$ cat config.mk
export PLATFORM = sky130hd
export DESIGN_NAME = dmem_access_ctrl
export DESIGN_NICKNAME = d
export VERILOG_FILES = /design/src/rtl/dmem_access_ctrl.sv
export SDC_FILE = /design/constraint.sdc
export NUM_CORES = 1
export LEC_CHECK = 0
export CORE_ASPECT_RATIO = 0.9
export CORE_UTILIZATION = 47
export CTS_BUF_LIST = sky130_fd_sc_hd__clkbuf_8 sky130_fd_sc_hd__clkbuf_16
export DETAILED_ROUTE_END_ITERATION = 10
export GPL_TIMING_DRIVEN = 0
export HOLD_SLACK_MARGIN = 0.02
export PLACE_DENSITY = 0.85
export SLEW_MARGIN = 30
export SYNTH_ARGS = -nofsm -noshare
export SYNTH_HDL_FRONTEND = slang
export SYNTH_SLANG_ARGS = --single-unit
$ cat constraint.sdc
create_clock -name clk -period 6.37 [get_ports clk]
set_clock_uncertainty 0.2 [all_clocks]
set_input_delay 0.637 -clock clk [delete_from_list [all_inputs] [get_ports clk]]
set_output_delay 0.637 -clock clk [all_outputs]
set_load 0.01 [all_outputs]
$ cat src/rtl/dmem_access_ctrl.sv
// rtl/dmem_access_ctrl.sv - load/store sequencer between the CPU and a ready-handshake data memory
//
// Accepts one CPU load/store at a time, rejects misaligned or illegal sizes
// without touching memory, drives a word-aligned memory request with byte
// enables and lane-replicated write data, waits for mem_ready (bounded by
// TIMEOUT cycles), and returns extended load data with a one-cycle done pulse.
//
// Ports:
//   clk, rst_n                    clock, asynchronous active-low reset
//   cpu_req/we/size/sext/addr/wdata  CPU request (held until cpu_done)
//   cpu_rdata/done/err/err_code   completion result (valid while cpu_done)
//   cpu_stall                     cpu_req & ~cpu_done
//   mem_req/we/addr/be/wdata      memory request, held until ready or abort
//   mem_rdata/ready               memory response
module dmem_access_ctrl #(
    parameter int TIMEOUT = 16,
    parameter int CNT_W   = 5
) (
    input  logic             clk,
    input  logic             rst_n,
    input  logic             cpu_req,
    input  logic             cpu_we,
    input  logic [1:0]       cpu_size,
    input  logic             cpu_sext,
    input  logic [31:0]      cpu_addr,
    input  logic [31:0]      cpu_wdata,
    output logic [31:0]      cpu_rdata,
    output logic             cpu_done,
    output logic             cpu_err,
    output logic [1:0]       cpu_err_code,
    output logic             cpu_stall,
    output logic             mem_req,
    output logic             mem_we,
    output logic [31:0]      mem_addr,
    output logic [3:0]       mem_be,
    output logic [31:0]      mem_wdata,
    input  logic [31:0]      mem_rdata,
    input  logic             mem_ready
);

    typedef enum logic [1:0] {
        S_IDLE = 2'd0,
        S_BUSY = 2'd1,
        S_DONE = 2'd2
    } state_t;

    state_t state;
    state_t state_nxt;

    logic [CNT_W-1:0] cnt;
    logic             timeout_hit;

    // Attributes of the accepted request, kept for the read extender.
    logic             lat_we;
    logic [1:0]       lat_size;
    logic             lat_sext;
    logic [1:0]       lat_lane;

    // Request decode, evaluated against the live CPU inputs in IDLE.
    logic             bad_align;
    logic [3:0]       req_be;
    logic [31:0]      req_wdata;

    always_comb begin
        bad_align = 1'b0;
        req_be    = 4'b0000;
        req_wdata = cpu_wdata;
        case (cpu_size)
            2'b00: begin
                req_be    = 4'b0001 << cpu_addr[1:0];
                req_wdata = {4{cpu_wdata[7:0]}};
            end
            2'b01: begin
                bad_align = cpu_addr[0];
                req_be    = 4'b0011 << {cpu_addr[1], 1'b0};
                req_wdata = {2{cpu_wdata[15:0]}};
            end
            2'b10: begin
                bad_align = |cpu_addr[1:0];
                req_be    = 4'b1111;
            end
            default: bad_align = 1'b1;
        endcase
    end

    // Read extender: pick the addressed lane out of the returned word.
    logic [7:0]  rd_byte;
    logic [15:0] rd_half;
    logic [31:0] load_ext;

    always_comb begin
        rd_byte  = mem_rdata[{lat_lane, 3'b000} +: 8];
        rd_half  = mem_rdata[{lat_lane[1], 4'b0000} +: 16];
        load_ext = mem_rdata;
        case (lat_size)
            2'b00:   load_ext = lat_sext ? {{24{rd_byte[7]}}, rd_byte} : {24'b0, rd_byte};
            2'b01:   load_ext = lat_sext ? {{16{rd_half[15]}}, rd_half} : {16'b0, rd_half};
            default: load_ext = mem_rdata;
        endcase
    end

    // The wait that would make the count reach TIMEOUT is the last one allowed.
    assign timeout_hit = (cnt == CNT_W'(TIMEOUT - 1));

    always_ff @(posedge clk or negedge rst_n) begin
        if (!rst_n) begin
            state <= S_IDLE;
        end else begin
            state <= state_nxt;
        end
    end

    always_comb begin
        state_nxt = state;
        case (state)
            S_IDLE: begin
                if (cpu_req) begin
                    state_nxt = bad_align ? S_DONE : S_BUSY;
                end
            end
            S_BUSY: begin
                if (mem_ready || timeout_hit) begin
                    state_nxt = S_DONE;
                end
            end
            S_DONE:  state_nxt = S_IDLE;
            default: state_nxt = S_IDLE;
        endcase
    end

    // Registered datapath; memory outputs are cleared when the request ends
    // and CPU result fields are only non-zero during the DONE cycle.
    always_ff @(posedge clk or negedge rst_n) begin
        if (!rst_n) begin
            mem_req      <= 1'b0;
            mem_we       <= 1'b0;
            mem_addr     <= 32'h0;
            mem_be       <= 4'b0000;
            mem_wdata    <= 32'h0;
            cpu_rdata    <= 32'h0;
            cpu_err      <= 1'b0;
            cpu_err_code <= 2'b00;
            cnt          <= '0;
            lat_we       <= 1'b0;
            lat_size     <= 2'b00;
            lat_sext     <= 1'b0;
            lat_lane     <= 2'b00;
        end else begin
            case (state)
                S_IDLE: begin
                    cnt <= '0;
                    if (cpu_req) begin
                        if (bad_align) begin
                            cpu_err      <= 1'b1;
                            cpu_err_code <= 2'b01;
                            cpu_rdata    <= 32'h0;
                        end else begin
                            mem_req   <= 1'b1;
                            mem_we    <= cpu_we;
                            mem_addr  <= {cpu_addr[31:2], 2'b00};
                            mem_be    <= req_be;
                            mem_wdata <= req_wdata;
                            lat_we    <= cpu_we;
                            lat_size  <= cpu_size;
                            lat_sext  <= cpu_sext;
                            lat_lane  <= cpu_addr[1:0];
                        end
                    end
                end
                S_BUSY: begin
                    if (mem_ready || timeout_hit) begin
                        mem_req      <= 1'b0;
                        mem_we       <= 1'b0;
                        mem_addr     <= 32'h0;
                        mem_be       <= 4'b0000;
                        mem_wdata    <= 32'h0;
                        cnt          <= '0;
                        cpu_err      <= !mem_ready;
                        cpu_err_code <= mem_ready ? 2'b00 : 2'b10;
                        cpu_rdata    <= (mem_ready && !lat_we) ? load_ext : 32'h0;
                    end else begin
                        cnt <= cnt + CNT_W'(1);
                    end
                end
                default: begin
                    cnt          <= '0;
                    cpu_err      <= 1'b0;
                    cpu_err_code <= 2'b00;
                    cpu_rdata    <= 32'h0;
                end
            endcase
        end
    end

    assign cpu_done  = (state == S_DONE);
    assign cpu_stall = cpu_req & ~cpu_done;

endmodule

# [Yosys cells after proc, flatten, opt, wreduce, memory -nomap -nowiden]
# Index checks and enable logic that the tools add are counted.
[op_classes] n_reduce_logical=13 shifts=4 muxes=44 div=0 n_eq_ne=10 mul=0 bitwise=3 magnitude_cmp=0 add_sub_neg=1
[ops] op="32-bit two-way mux" count=11
[ops] op="32-bit case mux with 2 select lines" count=5
[ops] op="32-bit by 6-bit indexed part select with 16-bit output" count=1
[ops] op="32-bit by 6-bit indexed part select with 8-bit output" count=1
[ops] op="2-bit two-way mux" count=7
[ops] op="4-bit two-way mux" count=3
[ops] op="4-bit case mux with 3 select lines" count=1
[ops] op="5-bit two-way mux" count=2
[ops] op="1-bit two-way mux" count=8
[ops] op="2-bit != test (second input constant)" count=4
[ops] op="2-bit case mux with 2 select lines" count=2
[ops] op="4-bit case mux with 2 select lines" count=1
[ops] op="2-bit by 1-bit equality test with 1-bit output (second input constant)" count=3
[ops] op="2-bit logical NOT" count=3
[ops] op="1-bit case mux with 2 select lines" count=3
[ops] op="3-bit AND reduction" count=2
[ops] op="5-bit by 1-bit adder with 5-bit output (second input constant)" count=1
[ops] op="5-bit by 4-bit equality test with 1-bit output (second input constant)" count=1
[ops] op="2-bit equality test (second input constant)" count=2
[ops] op="4-bit AND reduction" count=1
[ops] op="1-bit by 2-bit << shifter with 4-bit output (first input constant)" count=1
[ops] op="2-bit by 2-bit << shifter with 4-bit output (first input constant)" count=1
[ops] op="1-bit case mux with 3 select lines" count=1
[ops] op="1-bit logical NOT" count=2
[ops] op="other kinds (7)" count=8
[totals] latch_bits=0 memories=0 ram_bits=0 regBits=118 mem_bits_ro=0

# [Logic depth before layout (Yosys ltp)]
# Gate-level depths: netlist of run 1.
[logic_depth] depth_word=6 mapped_depth=8 depth_no_buf=7

# [Worst setup path before layout of run 1]
# OpenSTA, ideal clock, no wires.
[synth_path] path_kind="input to register" startpoint="input cpu_size[0]" endpoint="register cpu_rdata[17]" required_time_ns=6.043 path_buffers=2 path_stages=6 path_slack_ns=3.990 t_arrival_ns=2.053 cell_sequence="buf_2 > a21oi_1 > or3b_1 > a21o_1 > clkbuf_1 > a221o_2"
[synth_between] elab_chain_cells=4 elab_cells_between_ends=6 cone_classes="eq/ne: 3; mux: 1; reduce/logical: 2"
[synth_rtl] element="start: declaration" line="23" rtl="input logic [1:0] cpu_size,"
[synth_rtl] element="2-bit equality test, or another cell as far along" line="68" rtl="case (cpu_size)"
[synth_rtl] element="1-bit case mux with 3 select lines *" line="68"
[synth_rtl] element="2-bit != test (no source line) *"
[synth_rtl] element="3-bit AND reduction (no source line) *"
[synth_rtl] element="end signal: assignment" line="180" rtl="cpu_rdata <= (mem_ready && !lat_we) ? load_ext : 32'h0;"
[synth_rtl] element="end: declaration" line="27" rtl="output logic [31:0] cpu_rdata,"
# Mark *: on every way between the ends. The rest lies on a longest branch, timed or not.
# A chain may end at the register's enable or synchronous reset.

# [Worst setup path after layout of run 1]
[layout_path] startpoint="register cnt[0]" endpoint="register mem_addr[29]"
[layout_between] elab_chain_cells=4
[layout_rtl] element="start: declaration" line="50" rtl="logic [CNT_W-1:0] cnt;"
[layout_rtl] element="start signal: assignment" line="182" rtl="cnt <= cnt + CNT_W'(1);"
[layout_rtl] element="5-bit by 4-bit equality test with 1-bit output" line="103" rtl="assign timeout_hit = (cnt == CNT_W'(TIMEOUT - 1));"
[layout_rtl] element="1-bit logical OR" line="171" rtl="if (mem_ready || timeout_hit) begin"
[layout_rtl] element="2-bit != test (no source line)"
[layout_rtl] element="4-bit AND reduction (no source line)"
[layout_rtl] element="end signal: assignment" line="160" rtl="mem_addr <= {cpu_addr[31:2], 2'b00};"
[layout_rtl] element="end: declaration" line="34" rtl="output logic [31:0] mem_addr,"
# No other way between the ends.

==> results of run 1 <==
power groups by stage:
stage	registers (mW)	logic, mW	clock network (mW)
after floorplan	1.09	0.350	0
after global placement	1.02	0.928	0
after detailed placement	1.03	0.953	0
after CTS	1.02	0.963	0.862
after global routing	1.04	1.03	0.896
final	1.02	0.964	0.850
worst max-delay path, cell delays in order, from the launching register on:
cell and delay, ns:
dfrtp_1 0.39, ha_1 0.22, and3_1 0.18, ha_1 0.23, o21ai_1 0.45, clkbuf_1 0.51, clkbuf_1 0.42, nand3_1 0.16
nand2_1 0.11
repair_timing:
| action | CTS | global route |
|---|---|---|
| endpoints found under the hold margin | 51 | 0 |
| hold buffers | 1 | 0 |
| setup buffers | 0 | 0 |
cell families (layout without fill, tap and decap cells):
logic type,Yosys count,count (layout)
muxes,41,41
and+or+nand+nor,227,227
buffers and inverters,53,293
other,1,2
adders and majority gates,2,2
xor gates and xnor gates,2,2
AOI/OAI and AO/OA,108,108
DFF,116,116
final cells by class:
class | count | area share [%]
Buffer | 46 | 2.384
Inverter | 7 | 0.3189
Multi-Input combinational cell | 382 | 27.70
Tap cell | 152 | 2.308
Timing Repair Buffer | 208 | 25.54
Clock inverter | 10 | 0.5163
Clock buffer | 22 | 5.998
Sequential cell | 116 | 35.23
routing by layer:
layer  track usage (%)  up-vias
li1                  -     2393
met1             36.98     2569
met2             48.28      234
met3             8.133       43
met4             12.99        0
met5                 0        -
final timing paths:
kind,endpoint,depth (start not counted)
max,mem_addr[29],8
min,cnt[0],1
max reg2reg,mem_addr[29],8
min reg2reg,cnt[0],1
max in group asynchronous,cpu_rdata[4],3
min in group asynchronous,cnt[3],2
state kept, by name (all words and copies together) (netlist names), 2 cells and up:
register,flops
state,2
mem_addr,30
mem_be,4
cpu_err_code,2
mem_wdata,32
cpu_rdata,32
lat_lane,2
cnt,5
lat_size,2
Yosys cell counts (all sizes together), types with 4 or more instances:
cell type,number
a21oi,11
nand3,67
a211o,8
a221o,16
mux2i,39
nor2b,4
clkbuf,32
o2bb2ai,7
o21ai,36
nor3,9
nand2b,7
nor2,33
inv,6
buf,14
dfrtp,116
nand2,97
a211oi,14
==> results.txt, run 1 <==
Area share of the largest cell type after synthesis: 53.72%
Diodes inserted: 0
Simple-gate share of the synthesized area: 18.89%
Register area share after synthesis: 53.72%
CTS resizes: 0
Share of cells above drive strength 1: 6.827%
CTS Buf Count: 17
Worst EP arrival: 3.09 ns
Root Driver: clkbuf_16
GRT Util Overall: 29.76%
Main combinational cell family by area after synthesis: simple AND/OR/NAND/NOR gates
Library cells used by synthesis: 50
Routed Antenna Nets: 0
Fin cells: 943
Tcrit/Tclk final: 46.25%
Max Fanout on Critical Path: 10
CP endpoint kind: register
Final nets: 884
CTS clk-pin slew, worst paths: 0.05 ns
Largest net degree at the start of global routing: 66
Reg power frac: 36.0%
Hold slack: 0.2634 ns
GP Congestion: 0.8996
EDFF count, synth: 0
Largest cells by area after synthesis: dfrtp_1 (54%), mux2i_1 (7.2%), nand2_1 (6.7%), nand3_1 (6.2%), o21ai_0 (3.2%)
Pint: 1.944 mW
Gate Count Post-Synth: 550
Final setup fails: 0
FP Rows: 36
Worst hold path type: reg2reg
Final Max Slew Viols: 0
Worst IR Drop VDD: 252.5 uV
Fillers: 796
Setup TNS: 0 ns
Final worst slack: 3.424 ns
Worst skew pair latency: 0.41 ns
Power density over the cells: 344.0 mW/mm^2
Synth warn: 0
Die area: 0.01193 mm^2
Area of the multi-input gates: 0.002282 mm^2
Power Total: 2.834 mW
Final Core Density: 74.97%
Metal2 WL: 8297 um
Main synth FF type: dfrtp_1
Dpl cells: 910
Vias: 5,239
DR pass1 iterations: 5
Initial Util: 49.17%
Max Clock Freq: 0.3395 GHz
Avg WL per Cell: 18.15 um
1st-iter DRT viols: 336
Mean Syn Cell Area: 9.825 um^2
CP required: 6.52 ns
Crit path launch type: register
Clock Path Buffers: 2
Post-synthesis xor/xnor area fraction: 0.3241%
Reg area: 0.002903 mm^2
Commonest non-fill, non-tap cell in the layout: clkdlybuf4s50_1
Area delta synth->final: 52.47%
Hold Path Origin: cnt[0]
Most area-hungry cell type in the Yosys netlist: dfrtp_1
Adder-cell area share of the yosys netlist: 0.4631%
Ys async rst share: 100.0%
Core region area: 0.01099 mm^2
Slew headroom: 35.97%
# DRC: 0
Clock sinks: 116
Fin area: 0.008239 mm^2
Vias/cell: 5.556
DR WL met3: 1192 um
Logic gate share of total power: 34.0%
RSZ-0062 raised after global routing: no
CP startpoint: cnt[0]
IO buf count: 206
DR top layer: met4
CTS tree: built
Status: completed
Met1 wire length: 7128 um
Post-DP Area: 0.007692 mm^2
Psw: 0.8905 mW
Post-DP HPWL: 12,560 um
Routed WL: 17,120 um
Register bit total from synthesis: 116
Multiplexer share of the synthesized area: 7.641%
Leak: 3.795 nW
Most frequent cells in the layout: clkdlybuf4s50_1 (205), dfrtp_1 (116), nand2_1 (97)
Switching Fraction: 31.42%
# H-tree levels: 4
Crit path time final: 2.946 ns
Post-Synthesis Cell Area: 0.005404 mm^2
Clock power frac: 30.0%
Reg-to-Reg Start: cnt[0]
Max Cap Violations: 0
Place WS: 3.309 ns
First-pass GRT wire length: 27,210 um
Initial antenna violation count: 0
Final Hold Viols: 0
Number of global-route vias before repair: 5,313
Critical path type: reg2reg
Post-synthesis compound-gate area fraction: 14.77%
IO Count: 211
Die H: 103.7 um
Die width: 115.0 um
R2R Setup Slk: 3.42 ns
Worst slew pin tran: 0.9569 ns
GR Overflow Total: 0
(Power assumes the default switching activity.)
==> inputs of run 2 (changes only) <==
Settings changed: CORE_UTILIZATION 47 to 40, PLACE_DENSITY 0.85 to 0.77.
Clock period 6.37 ns to 2.4 ns, I/O delays scaled along.
==> run 2 against run 1 <==
  * Global-route usage fell by 4.2 points
  * Cell count rose by 1.6%
  * Via count fell by 0.90%
  * Sequential cell count did not move
  * Combinational power rose to 2.6 times the previous value
  * Utilization fell by 9.7 points
  * Worst hold slack got worse by 0.19 ns
  * Critical path type unchanged
==> results.txt, run 2 (synthesized netlist as in run 1, its figures left out) <==
Fin cells: 958
Routed WL: 17,390 um
Final Max Slew Viols: 0
Power density over the cells: 956.1 mW/mm^2
1st-iter DRT viols: 383
First-pass GRT wire length: 27,920 um
Post-DP HPWL: 12,840 um
Number of global-route vias before repair: 5,333
GRT Util Overall: 25.59%
Die width: 124.5 um
Worst EP arrival: 2.41 ns
Worst hold path type: in2async
CTS Buf Count: 17
Root Driver: clkbuf_16
Die H: 112.3 um
Reg-to-Reg Start: cnt[0]
Final Hold Viols: 0
Crit path time final: 2.315 ns
Dpl cells: 922
IO Count: 211
Biggest regs: cpu_rdata x32, mem_wdata x32, mem_addr x30
Place WS: -0.5276 ns
CP endpoint kind: register
Critical path type: reg2reg
Status: completed
Crit path launch type: register
Diodes inserted: 0
Clock sinks: 116
Routed Antenna Nets: 0
RSZ-0062 raised after global routing: yes
Avg WL per Cell: 18.16 um
Max Fanout on Critical Path: 10
Initial Util: 41.79%
Vias/cell: 5.420
Tcrit/Tclk final: 96.48%
Setup TNS: 0 ns
DR pass1 iterations: 5
Initial antenna violation count: 0
IO buf count: 206
Max Clock Freq: 0.4319 GHz
Final Core Density: 65.25%
# DRC: 0
Area delta synth->final: 56.15%
Final nets: 887
Final worst slack: 0.08452 ns
Slew headroom: 41.95%
# H-tree levels: 4
GR Overflow Total: 0
CP required: 2.49 ns
Most frequent cells in the layout: clkdlybuf4s50_1 (205), dfrtp_1 (116), nand2_1 (97)
Die area: 0.01398 mm^2
Commonest non-fill, non-tap cell in the layout: clkdlybuf4s50_1
Vias: 5,192
Reg2reg end: cpu_rdata[25]
Reg2Reg Depth: 8
CTS tree: built
R2R Setup Slk: 0.08 ns
Share of cells above drive strength 1: 9.194%
FP Rows: 39
GP Congestion: 0.8797
Worst slew pin tran: 0.8675 ns
Core region area: 0.01293 mm^2
Final setup fails: 0
Worst IR Drop VDD: 471.2 uV
Leak: 3.865 nW
Clock Path Buffers: 2
Max Cap Violations: 0
CTS clk-pin slew, worst paths: 0.05 ns
Largest net degree at the start of global routing: 89
Worst skew pair latency: 0.41 ns
## run 2: cell types whose count changed in the layout (fill, tap and decap cells not counted), moves of 2 or more
| cell | delta |
|---|---|
| inv_1 | -5 |
| clkbuf_2 | +3 |
| buf_4 | +4 |
| clkbuf_1 | -5 |
| ha_1 | -2 |
| bufinv_16 | +5 |
## run 2: critical path, cell delays in order (launching register included)
cell,delay (ns)
dfrtp_1,0.37
ha_2,0.20
and3_4,0.20
ha_4,0.15
nor2_1,0.07
and2_1,0.18
a21o_1,0.21
buf_2,0.20
a221o_2,0.40
## run 2: where the power goes
part,switching (mW),internal [mW],leakage (nW),total (mW)
Combinational,1.22,1.32,2.01,2.54
Sequential,0.300,2.42,1.52,2.72
Clock,0.864,1.94,0.334,2.80
Total,2.38,5.68,3.86,8.07
## run 2: cell type report
type / instances / area [um^2]
Inverter: 7 / 26.28
Clock buffer: 21 / 480.5
Multi-Input combinational cell: 382 / 2308
Fill cell: 992 / 4493
Clock inverter: 11 / 178.9
Tap cell: 164 / 205.2
Timing Repair Buffer: 211 / 2127
Buffer: 46 / 209.0
Sequential cell: 116 / 2903
## run 2: routing by layer
layer  part of all wire [%]  vias up  track usage [%]
met5                      0        -                0
met4                    1.1        0            7.631
met3                    7.6       20            9.104
met2                     49      236            42.76
met1                     42     2534            31.09
li1                       -     2402                -
## run 2: worst max path at each step
stage / slack, ns / cells past startpoint / to / from
after floorplan: 0.18 / 8 / mem_addr[20] / cnt[0]
after global placement: -3.43 / 1 / mem_addr[29] / rst_n
after detailed placement: -0.53 / 8 / mem_addr[27] / cnt[0]
after CTS: -0.04 / 8 / mem_addr[27] / cnt[0]
after global routing: -0.02 / 8 / cpu_rdata[19] / cnt[0]
final: 0.08 / 8 / cpu_rdata[25] / cnt[0]
## run 2: stage by stage
step / power, mW / hold slack, ns / cell area (um^2)
after floorplan: 3.820 / -0.2556 / 5408
after global placement: 5.178 / 0.2470 / 7675
after detailed placement: 5.260 / -0.09370 / 7707
after CTS: 8.097 / 0.06439 / 8392
after global routing: 8.452 / 0.09022 / 8438
final: 8.068 / 0.06951 / 8438
## run 2: repair_timing
action	CTS	global route
setup buffers	0	3
pin swaps	0	1
gates resized for setup	8	8
setup endpoints to repair	85	85
endpoints found under the hold margin	116	0
hold buffers	1	0
==> inputs of run 3 (changes only) <==
Settings changed: CAP_MARGIN set to 20, CORE_UTILIZATION 40 to 47, PLACE_DENSITY 0.77 to 0.85.
Clock period 2.4 ns to 2.7 ns, I/O delays scaled along.
==> run 3 against run 2 <==
  * Highest routed layer unchanged
  * First-iteration DRC count down 10%
  * Wire length fell by 1.2%
  * Die area shrank 15%
  * Register-to-register slack better by 0.06 ns
  * Via count grew 0.92%
  * Non-clock buffer count is 3 lower
  * Sequential cell count stayed put
  * Clock-buffer cell count increased by 1
  * Clock power is 29% lower
  * Setup slack improved by 0.064 ns
  * Cell count fell by 1.6%
  * Critical endpoint is now mem_wdata[0]
==> results.txt, run 3 (synthesized netlist as in run 1, its figures left out) <==
CTS clk-pin slew, worst paths: 0.05 ns
Post-DP Area: 0.007692 mm^2
Reg-to-Reg Start: cnt[0]
Crit path time final: 2.551 ns
Reg2Reg Depth: 8
Hold slack: 0.1690 ns
Core region area: 0.01099 mm^2
Worst slew pin tran: 0.9455 ns
Worst skew pair latency: 0.40 ns
Dpl cells: 910
# H-tree levels: 4
Avg WL per Cell: 18.21 um
Crit path launch type: register
# DRC: 0
Reg2reg end: mem_wdata[0]
Power density over the cells: 811.0 mW/mm^2
Slew headroom: 36.74%
Setup TNS: 0 ns
Crit path buf inv count: 2
Crit-path cells: ha_1 -> and3_1 -> ha_1 -> o21ai_2 -> clkbuf_2 -> buf_1 -> nand3_1 -> nand2_1
Initial antenna violation count: 0
CTS Buf Count: 17
CTS tree: built
Die H: 103.7 um
Routed Antenna Nets: 0
Slowest cell on crit path: dfrtp_1
Initial Util: 49.17%
Status: completed
Worst EP arrival: 2.69 ns
Tcrit/Tclk final: 94.49%
Fin cells: 943
Max Clock Freq: 0.3920 GHz
Largest net degree at the start of global routing: 66
RSZ-0062 raised after global routing: no
Final worst slack: 0.1488 ns
Most frequent cell on the critical path: ha_1
Root Driver: clkbuf_16
Leak: 3.801 nW
Diodes inserted: 0
Fillers: 796
Biggest regs: cpu_rdata x32, mem_wdata x32, mem_addr x30
Critical path type: reg2reg
Post-DP HPWL: 12,560 um
Most frequent cells in the layout: clkdlybuf4s50_1 (205), dfrtp_1 (116), nand2_1 (97)
Final nets: 884
Commonest non-fill, non-tap cell in the layout: clkdlybuf4s50_1
Fin area: 0.008245 mm^2
Vias/cell: 5.557
Place WS: -0.2042 ns
CP top delay family: buffers and inverters
Routed WL: 17,180 um
Die area: 0.01193 mm^2
Final Max Slew Viols: 0
CP endpoint kind: register
Worst IR Drop VDD: 596.1 uV
First-pass GRT wire length: 27,240 um
GP Congestion: 0.8996
GRT Util Overall: 29.78%
1st-iter DRT viols: 343
GR Overflow Total: 0
Final setup fails: 0
Clock sinks: 116
IO buf count: 206
Crit-path max cell delay: 0.40 ns
CP required: 2.84 ns
Worst hold path type: in2async
Max Fanout on Critical Path: 10
Share of cells above drive strength 1: 7.206%
IO Count: 211
Vias: 5,240
Max Cap Violations: 0
FP Rows: 36
Clock Path Buffers: 2
DR pass1 iterations: 5
Final Hold Viols: 0
Number of global-route vias before repair: 5,318
R2R Setup Slk: 0.15 ns
Area delta synth->final: 52.58%
Die width: 115.0 um
run 3: cell count changes in the layout (fill, tap and decap cells not counted), sizes merged:
cell	delta
buf	-4
bufinv	-5
clkbuf	+2
clkinv	-1
inv	+5
run 3: how the worst max path moves through the flow:
| stage | startpoint | to | cells after the start |
|---|---|---|---|
| 2_1_floorplan | cnt[0] | mem_addr[20] | 8 |
| 3_5_place_dp | cnt[0] | mem_addr[29] | 8 |
| 5_1_grt | cnt[0] | mem_wdata[3] | 8 |
| 4_1_cts | cnt[0] | mem_addr[29] | 8 |
| 3_3_place_gp | rst_n | mem_addr[20] | 1 |
| 6_report | cnt[0] | mem_wdata[0] | 8 |
run 3: cell type report:
cell class,instances,area [um^2],share of cell area (%)
inverters,7,26.28,0.3187
flip-flops and latches,116,2903,35.20
plain buffers,46,198.9,2.413
clock inverters,10,42.54,0.5159
repair buffers,208,2105,25.52
clock buffers,22,494.2,5.994
multi-input cells,382,2286,27.72
well taps,152,190.2,2.307
run 3: power by group:
| group | internal (mW) | total [mW] | switching [mW] |
|---|---|---|---|
| registers | 2.15 | 2.41 | 0.254 |
| logic | 1.17 | 2.28 | 1.11 |
| clock network | 1.26 | 2.00 | 0.739 |
| total | 4.59 | 6.69 | 2.10 |
run 3: per-stage QoR:
stage          power, mW  util [%]
2_1_floorplan      3.395         -
3_3_place_gp       4.588     69.69
3_5_place_dp       4.668     69.99
4_1_cts            6.709     75.01
5_1_grt            7.007     75.02
6_report           6.687     75.02
run 3: what timing repair did:
action                                 CTS  global route
pin swaps                                0             0
endpoints found under the hold margin  116             0
setup endpoints to repair               20            10
hold buffers                             1             0
gates cloned                             0             0
setup buffers                            0             0
resized for setup                        2             2
run 3: per-layer routing:
| metal | part of all wire, % | GRT usage, % | up-vias |
|---|---|---|---|
| li1 | - | - | 2390 |
| met1 | 41 | 37.06 | 2572 |
| met2 | 49 | 48.28 | 236 |
| met3 | 7.1 | 8.133 | 42 |
| met4 | 2.9 | 12.99 | 0 |
| met5 | 0 | 0 | - |
